===== src/rtl/qam_symbol_packer_if.sv =====
`default_nettype none
// ============================================================================
// Module   : qam_symbol_packer_if
// Brief    : Byte stream handshake between the symbol packer and its consumer.
// Revision : 1.0 - initial release
// ============================================================================
interface qam_symbol_packer_if;
    logic       byte_valid;
    logic [7:0] byte_data;
    logic       byte_ready;

    modport master (output byte_valid, output byte_data, input byte_ready);
    modport slave  (input byte_valid, input byte_data, output byte_ready);
endinterface
`default_nettype wire


===== src/rtl/qam_symbol_packer.sv =====
`default_nettype none
// ============================================================================
// Module   : qam_symbol_packer
// Brief    : Samples demodulated QAM dibits once per symbol and packs four of
//            them MSB-first into bytes delivered through a small FIFO.
// Revision : 1.0 - initial release
// ============================================================================
module qam_symbol_packer #(
    parameter int SPS          = 16,
    parameter int SAMPLE_PHASE = 15,
    parameter int FIFO_DEPTH   = 4
) (
    input  wire logic                          clk,
    input  wire logic                          rst_n,
    input  wire logic                          clear,
    input  wire logic                          en,
    input  wire logic                          sym_sync,
    input  wire logic [1:0]                    data_demod,
    qam_symbol_packer_if.master                byte_if,
    output logic      [$clog2(FIFO_DEPTH):0]   fifo_level,
    output logic                               overflow
);

    localparam int c_PW = (SPS > 1) ? $clog2(SPS) : 1;
    localparam int c_AW = $clog2(FIFO_DEPTH);
    localparam logic [c_PW-1:0] c_LAST   = c_PW'(SPS - 1);
    localparam logic [c_PW-1:0] c_SAMPLE = c_PW'(SAMPLE_PHASE);
    localparam logic [c_AW:0]   c_FULL   = (c_AW + 1)'(FIFO_DEPTH);

    logic [c_PW-1:0] r_phase;
    logic [c_PW-1:0] w_eff_phase;
    logic [c_PW-1:0] w_phase_nxt;
    logic [1:0]      r_sym_cnt;
    logic [5:0]      r_partial;
    logic [7:0]      r_mem [FIFO_DEPTH];
    logic [c_AW-1:0] r_wr_ptr;
    logic [c_AW-1:0] r_rd_ptr;
    logic [c_AW:0]   r_level;
    logic            r_overflow;

    logic            w_sample;
    logic            w_push;
    logic            w_pop;
    logic            w_valid;
    logic            w_full;
    logic            w_write;
    logic            w_drop;
    logic [7:0]      w_byte;

    // sym_sync forces phase 0 for this cycle, so it also re-times sampling
    assign w_eff_phase = sym_sync ? '0 : r_phase;

    always_comb begin
        w_phase_nxt = r_phase;
        if (en || sym_sync) begin
            w_phase_nxt = (w_eff_phase == c_LAST) ? '0 : w_eff_phase + c_PW'(1);
        end
    end

    assign w_sample = en && !clear && (w_eff_phase == c_SAMPLE);
    assign w_push   = w_sample && (r_sym_cnt == 2'd3);
    assign w_byte   = {r_partial, data_demod};
    assign w_valid  = (r_level != '0);
    assign w_pop    = w_valid && byte_if.byte_ready && !clear;
    assign w_full   = (r_level == c_FULL);
    // A pop on the same edge frees the slot, so a full FIFO still accepts it
    assign w_write  = w_push && (!w_full || w_pop);
    assign w_drop   = w_push && w_full && !w_pop;

    always_ff @(posedge clk or negedge rst_n) begin
        if (!rst_n) begin
            r_phase    <= '0;
            r_sym_cnt  <= 2'd0;
            r_partial  <= 6'd0;
            r_wr_ptr   <= '0;
            r_rd_ptr   <= '0;
            r_level    <= '0;
            r_overflow <= 1'b0;
        end else if (clear) begin
            r_phase    <= '0;
            r_sym_cnt  <= 2'd0;
            r_partial  <= 6'd0;
            r_wr_ptr   <= '0;
            r_rd_ptr   <= '0;
            r_level    <= '0;
            r_overflow <= 1'b0;
        end else begin
            r_phase <= w_phase_nxt;
            if (w_sample) begin
                r_sym_cnt <= r_sym_cnt + 2'd1;
                r_partial <= {r_partial[3:0], data_demod};
            end
            if (w_write) begin
                r_wr_ptr <= r_wr_ptr + c_AW'(1);
            end
            if (w_pop) begin
                r_rd_ptr <= r_rd_ptr + c_AW'(1);
            end
            if (w_write && !w_pop) begin
                r_level <= r_level + (c_AW + 1)'(1);
            end else if (w_pop && !w_write) begin
                r_level <= r_level - (c_AW + 1)'(1);
            end
            if (w_drop) begin
                r_overflow <= 1'b1;
            end
        end
    end

    // Storage needs no reset: the head is masked to zero whenever empty
    always_ff @(posedge clk) begin
        if (w_write) begin
            r_mem[r_wr_ptr] <= w_byte;
        end
    end

    assign byte_if.byte_valid = w_valid;
    assign byte_if.byte_data  = w_valid ? r_mem[r_rd_ptr] : 8'h00;
    assign fifo_level         = r_level;
    assign overflow           = r_overflow;

endmodule
`default_nettype wire


===== src/flat_wrapper.sv =====
// flat-port wrapper written by rule: the top's interface ports become plain ports
module qam_symbol_packer_flat 
#(
    parameter int SPS          = 16,
    parameter int SAMPLE_PHASE = 15,
    parameter int FIFO_DEPTH   = 4
)
  (clk, rst_n, clear, en, sym_sync, data_demod, fifo_level, overflow, byte_if_byte_valid, byte_if_byte_data, byte_if_byte_ready);
  qam_symbol_packer_if byte_if_i ();
  input  wire logic clk;
  input  wire logic rst_n;
  input  wire logic clear;
  input  wire logic en;
  input  wire logic sym_sync;
  input  wire logic [1:0] data_demod;
  output logic      [$clog2(FIFO_DEPTH):0] fifo_level;
  output logic overflow;
  output wire logic [$bits(byte_if_i.byte_valid)-1:0] byte_if_byte_valid;
  output wire logic [$bits(byte_if_i.byte_data)-1:0] byte_if_byte_data;
  input wire logic [$bits(byte_if_i.byte_ready)-1:0] byte_if_byte_ready;
  assign byte_if_byte_valid = byte_if_i.byte_valid;
  assign byte_if_byte_data = byte_if_i.byte_data;
  assign byte_if_i.byte_ready = byte_if_byte_ready;
  qam_symbol_packer #(.SPS(SPS), .SAMPLE_PHASE(SAMPLE_PHASE), .FIFO_DEPTH(FIFO_DEPTH)) u_core (.clk(clk), .rst_n(rst_n), .clear(clear), .en(en), .sym_sync(sym_sync), .data_demod(data_demod), .byte_if(byte_if_i), .fifo_level(fifo_level), .overflow(overflow));
endmodule

===== config.mk =====
export PLATFORM = sky130hd
export DESIGN_NAME = qam_symbol_packer_flat
export DESIGN_NICKNAME = d
export VERILOG_FILES = /design/src/rtl/qam_symbol_packer_if.sv /design/src/rtl/qam_symbol_packer.sv /design/src/flat_wrapper.sv
export SDC_FILE = /design/constraint.sdc
export NUM_CORES = 1
export LEC_CHECK = 0
export ABC_AREA = 1
export CAP_MARGIN = 25
export CORE_MARGIN = 2
export CORE_UTILIZATION = 60
export CTS_BUF_LIST = sky130_fd_sc_hd__clkbuf_16
export CTS_CLUSTER_SIZE = 28
export DETAILED_ROUTE_END_ITERATION = 10
export GPL_TIMING_DRIVEN = 0
export PLACE_DENSITY = 0.83
export SLEW_MARGIN = 25
export SYNTH_ARGS = -nofsm -noshare
export SYNTH_HDL_FRONTEND = slang
export SYNTH_SLANG_ARGS = --single-unit

===== constraint.sdc =====
create_clock -name clk -period 3.3 [get_ports clk]
set_clock_uncertainty 0.1 [all_clocks]
set_input_delay 0.66 -clock clk [delete_from_list [all_inputs] [get_ports clk]]
set_output_delay 0.66 -clock clk [all_outputs]
set_load 0.005 [all_outputs]

==> Word-level counts from Yosys, hierarchy flattened <==
Memories as Yosys holds them, arrays and structs flattened.
Index checks and enable logic that the tools add are counted.
Widths: inputs -> output; s select.
{ "totals": {"ff_bits": 20, "ramBits": 32, "in_bits": 8, "n_memories": 1} }
{ "mem_list": {"columns": ["name", "words", "word_bits", "rd", "rd_clocked_by_memory_dff", "wr", "line_no", "source"], "rows": [
  ["u_core.r_mem", 4, 8, 1, 0, 1, "qam_symbol_packer.sv:35", "logic [7:0] r_mem [FIFO_DEPTH];"]
]} }
{ "classes": {"addsub": 6, "n_eq_ne": 3, "n_mux": 20, "n_reduce_logical": 23} }
{ "ops": {"columns": ["cell", "n"], "rows": [
  ["$mux 4", 4],
  ["$mux 2", 6],
  ["$mux 6", 2],
  ["$logic_and 1x1->1", 10],
  ["$reduce_bool 2->1", 5],
  ["$mux 3", 3],
  ["$mux 8", 1],
  ["$add 2x1->2 const B", 3],
  ["$reduce_bool 3->1", 2],
  ["$add 4x1->4 const B", 1],
  ["$eq 4x4->1 const B", 1],
  ["$logic_not 1->1", 4],
  ["$mux 1", 4],
  ["$add 3x1->3 const B", 1],
  ["$eq 3x3->1 const B", 1],
  ["$sub 3x1->3 const B", 1],
  ["$eq 2x2->1 const B", 1],
  ["$logic_or 1x1->1", 2]
]} }

==> Depth between registers and ports, before layout <==
{ "depth": {"word_depth": 10, "ltp_mapped": 14, "depth_no_buf": 14} }

==> Least setup slack after synthesis <==
OpenSTA, ideal clock, no wires.
{ "synth_timing": {"kind": "in2reg", "startpoint": "in sym_sync", "endpoint": "mem u_core.r_mem[0][0], enable pin", "t_arrival_ns": 1.846, "t_required_ns": 2.829, "path_slack_ns": 0.983, "stages": 6, "path_cell_list": "nor2_1 -> ha_1 -> nand4_4 -> nor2_8 -> nand3_4 -> nor2_1"} }
{ "synth_between": {"elab_chain_len": 7} }
{ "synth_rtl": {"columns": ["item", "line_no", "source"], "rows": [
  ["start, declared", "flat_wrapper.sv:14", "input wire logic sym_sync;"],
  ["$mux 4", "qam_symbol_packer.sv:51", "assign w_eff_phase = sym_sync ? '0 : r_phase;"],
  ["$eq 4x4->1", "qam_symbol_packer.sv:60", "assign w_sample = en && !clear && (w_eff_phase == c_SAMPLE);"],
  ["$logic_and 1x1->1", "qam_symbol_packer.sv:60", null],
  ["$logic_and 1x1->1", "qam_symbol_packer.sv:61", "assign w_push = w_sample && (r_sym_cnt == 2'd3);"],
  ["$logic_and 1x1->1", "qam_symbol_packer.sv:67", "assign w_write = w_push && (!w_full || w_pop);"],
  ["$mux 1", "qam_symbol_packer.sv:112", "if (w_write) begin"],
  ["$mux 1 (implied by the code)", "qam_symbol_packer.sv:113", "r_mem[r_wr_ptr] <= w_byte;"],
  ["end, declared", "qam_symbol_packer.sv:35", null]
]} }
No other way between the ends.

==> Worst setup path in the final report <==
{ "layout_timing": {"startpoint": "reg u_core.r_rd_ptr[0]", "endpoint": "out byte_if_byte_data[7]"} }
{ "layout_between": {"elab_chain_len": 2} }
{ "layout_rtl": {"columns": ["item", "line_no", "source"], "rows": [
  ["start, declared", "qam_symbol_packer.sv:37", "logic [c_AW-1:0] r_rd_ptr;"],
  ["start signal, assigned", "qam_symbol_packer.sv:97", "r_rd_ptr <= r_rd_ptr + c_AW'(1);"],
  ["$mem_v2 4x8", null, null],
  ["$mux 8", "qam_symbol_packer.sv:118", "assign byte_if.byte_data = w_valid ? r_mem[r_rd_ptr] : 8'h00;"],
  ["end, declared", "flat_wrapper.sv:19", "output wire logic [$bits(byte_if_i.byte_data)-1:0] byte_if_byte_data;"]
]} }
No other way between the ends.

==> results.tsv <==
stage	metric	value	unit
synthesis	number of nets produced by synthesis	239	
route	DRC	0	
critical_path	Slowest cell on crit path	clkdlybuf4s50_1	
sta	upper clock frequency limit	318.8	MHz
synthesis	proportion of netlist area held by the largest area contributor	40.79	%
pwr	Switching Fraction	19.96	%
placed_design	Placed Area	0.002616	mm2
critical_path	Crit Path Class	register to output pin	
pwr	standby leakage power	1.137	nW
synthesis	sequential area share after synthesis	62.03	%
clocking	clock latency of the later-clocked register in the worst-skew pair	0.29	ns
sta	final max-slew violation count	0	
route	detailed-router iteration count before antenna repair	4	
finish	sequential standard cell area	0.001461	mm2
floorplan	die height	66.67	um
route	post-detailed-routing wire length	4.597	mm
pwr	total power per unit cell area	443.9	mW/mm2
critical_path	CP Data Required Time	2.54	ns
route	Vias per Instance	5.370	
sta	headroom to the max-slew limit	43.57	%
pwr	worst voltage drop across the vdd grid	310.5	uV
critical_path	critical register-to-register path endpoint	u_core.r_mem[3][3]$_DFFE_PP_	
sta	worst-margin pin slew	0.8433	ns
floorplan	full die area	0.004444	mm2
grt	sum of overflow across all layers after global routing	0	
job	reported max-cap violation count	0	
clocking	total CTS buffers	5	
floorplan	die span in x	66.67	um
sta	Final Hold Violating Endpoints	0	
floorplan	core outline area	0.003716	mm2
grt	pin count of the biggest net entering global routing	21	
critical_path	worst stage delay on the critical path	0.51	ns
placed_design	post-detail-place hpwl	2.959	mm
critical_path	Worst Reg2Reg Path Length in Cells	7	
critical_path	Worst Path Arrival	2.38	ns
synthesis	Yosys warning count	0	
placed_design	GPL Wtd Cong	0.7799	
sta	setup tns final	0	ns
critical_path	Top delay family on crit path	buffers and inverters	
finish	most common cell after layout, fill and taps aside	nor2_1	
route	post-detailed-route wirelength per cell	15.32	um
sta	setup-violating endpoint count in the final report	0	
clocking	TritonCTS sink count	52	
clocking	CTS H-Tree Depth	2	
grt	initial antenna violation count	0	
finish	highest-count cells in the layout ignoring fill and taps	nor2_1, inv_1, edfxtp_1	
synthesis	cell area after synthesis	0.002356	mm2
clocking	Root Buffer Master	clkbuf_16	
finish	total non-filler cell area in the finished layout	0.002755	mm2
sta	unrepaired setup endpoints after global routing	false	
synthesis	flops & latches, synth	52	
grt	wire length of the first global-routing pass	7.493	mm
finish	area taken by multi-input logic gates	749.5	um2
synthesis	mean instance size in the synthesized netlist	10.52	um2
critical_path	series of cell instances along the critical path	buf_2 -> inv_1 -> clkbuf_1 -> o21ai_0 -> a21oi_1 -> clkdlybuf4s50_1	
clocking	number of hold-repair buffers added at the cts stage	0	
grt	via count of the first global-routing pass	1580	
pwr	proportion of power drawn by combinational gates	2.5	%
synthesis	top post-synthesis cells by area	edfxtp_1, dfrtp_1, nor2_1, o21ai_0, inv_1	
finish	number of nets in the finished design	266	
clocking	TritonCTS clock tree	yes	
critical_path	maximum fanout along the worst path	10	
floorplan	effective utilization at floorplan	63.40	%
pwr	part of the power in the clock network	41.1	%
worst_hold_path	path category of the worst min-delay check	primary input to async pin	
synthesis	count of mapped cells out of synthesis	224	
clocking	number of buffers on the longest clock path	2	
critical_path	Worst Path Buf+Inv	4	
pwr	total net switching power	244.2	uW
route	number of antenna-violating nets in the routed design	0	
route	First DRT Iteration DRCs	110	
clocking	number of buffers inserted by post-CTS setup repair	0	
finish	area growth from synthesis to layout	16.94	%
sta	final critical path time including I/O delays and setup	3.136	ns
floorplan	boundary pin count	21	
sta	final worst path period share	95.05	%
pwr	power share of the sequential group	56.4	%
sta	Fin Hold WS	0.2160	ns
grt	global-route usage over all layers	24.08	%
clocking	post-cts resize count	0	
critical_path	Critical Path Start Type	register	
finish	number of fill cells in the layout	259	
synthesis	area leader, netlist	edfxtp_1	
clocking	clock edge transition at the registers on the reported setup and hold paths	0.07	ns
finish	share of post-route cells with drive strength above 1	8.730	%
pwr	internal power contribution	978.8	uW
floorplan	standard-cell rows	22	
critical_path	reg-to-reg critical path startpoint	u_core.r_phase[0]$_DFFE_PN0P_	
route	total number of vias	1611	
synthesis	count of distinct cell types in the synthesized netlist	26	
outcome	run status	finished, final reports clean	
finish	Diodes inserted	0	
critical_path	register-to-register setup slack	0.86	ns
placed_design	quantity of I/O buffers inserted on ports	20	
critical_path	kind of end point of the critical path	output pin	
final cells by class:
type,instances,share of cell area [%]
Buffer,4,0.6358
Clock buffer,5,4.541
Clock inverter,3,0.6812
Inverter,34,4.632
Multi-Input combinational cell,134,27.20
Sequential cell,52,53.04
Tap cell,48,2.180
Timing Repair Buffer,20,7.084
per-stage QoR:
stage                     std cells  worst slack (ns)  util, %  power, mW
final                           300            0.1635    74.14      1.223
after global routing            300           0.01033    74.14      1.259
after CTS                       300            0.1403    74.28      1.228
after detailed placement        292           0.06684    70.40     0.7351
after global placement          292            0.1010    70.40     0.7341
after floorplan                 224            0.9834        -     0.7148
cells by family after synthesis:
| kind of cell | after synthesis | share of synthesized area, % |
|---|---|---|
| AO/OA/AOI/OAI | 47 | 10.78 |
| XOR/XNOR | 2 | 0.7436 |
| adder cells (fa/ha/maj) | 7 | 4.036 |
| buffers and inverters | 38 | 6.161 |
| flip-flops | 52 | 62.03 |
| AND/OR/NAND/NOR | 78 | 16.25 |
how the worst max path moves through the flow:
stage | cells past startpoint | to | start | slack, ns
floorplan | 6 | u_core.r_mem[0][0]$_DFFE_PP_ | sym_sync | 0.98
global placement | 7 | u_core.r_mem[1][5]$_DFFE_PP_ | sym_sync | 0.10
detailed placement | 7 | u_core.r_mem[1][7]$_DFFE_PP_ | sym_sync | 0.07
CTS | 6 | byte_if_byte_data[7] | u_core.r_rd_ptr[0]$_DFFE_PN0P_ | 0.14
global route | 6 | byte_if_byte_data[7] | u_core.r_rd_ptr[0]$_DFFE_PN0P_ | 0.01
finish | 6 | byte_if_byte_data[7] | u_core.r_rd_ptr[0]$_DFFE_PN0P_ | 0.16
cell usage after synthesis (all sizes together):
cell,instances
nand4,5
edfxtp,32
xnor2,2
o211ai,1
nor2,45
buf,2
a31oi,1
ha,6
clkbuf,2
a22o,1
dfrtp,20
o22ai,5
nand3,5
inv,34
fa,1
o21ai,26
nand2,23
a21oi,13
layer usage:
metal  global-route usage [%]  vias to the layer above  share of wire, %
met4                    11.22                        0               2.4
li1                         -                      798                 -
met1                    30.67                      737                43
met3                    6.757                       11               7.8
met5                        0                        -                 0
met2                    38.25                       65                47
worst register-to-register path, stage by stage, from the launching register on:
cell and delay [ns]:
dfrtp_1 0.36, inv_1 0.06, nor2_1 0.12, ha_1 0.25
nand4_4 0.15, nor2_8 0.20, nand3_4 0.14, nor2_1 0.67
power groups by stage:
stage	logic (mW)	registers (mW)	clock network [mW]
after floorplan	0.0119	0.703	0
after global placement	0.0310	0.703	0
after detailed placement	0.0318	0.703	0
after CTS	0.0319	0.690	0.506
after global routing	0.0348	0.689	0.535
final	0.0309	0.690	0.502
state kept, by name (all words and copies together), names as in the netlist:
register	flops
u_core.fifo_level	3
u_core.overflow	1
u_core.r_mem	32
u_core.r_partial	6
u_core.r_phase	4
u_core.r_rd_ptr	2
u_core.r_sym_cnt	2
u_core.r_wr_ptr	2
No activity file was read; power rests on OpenSTA's default activity.
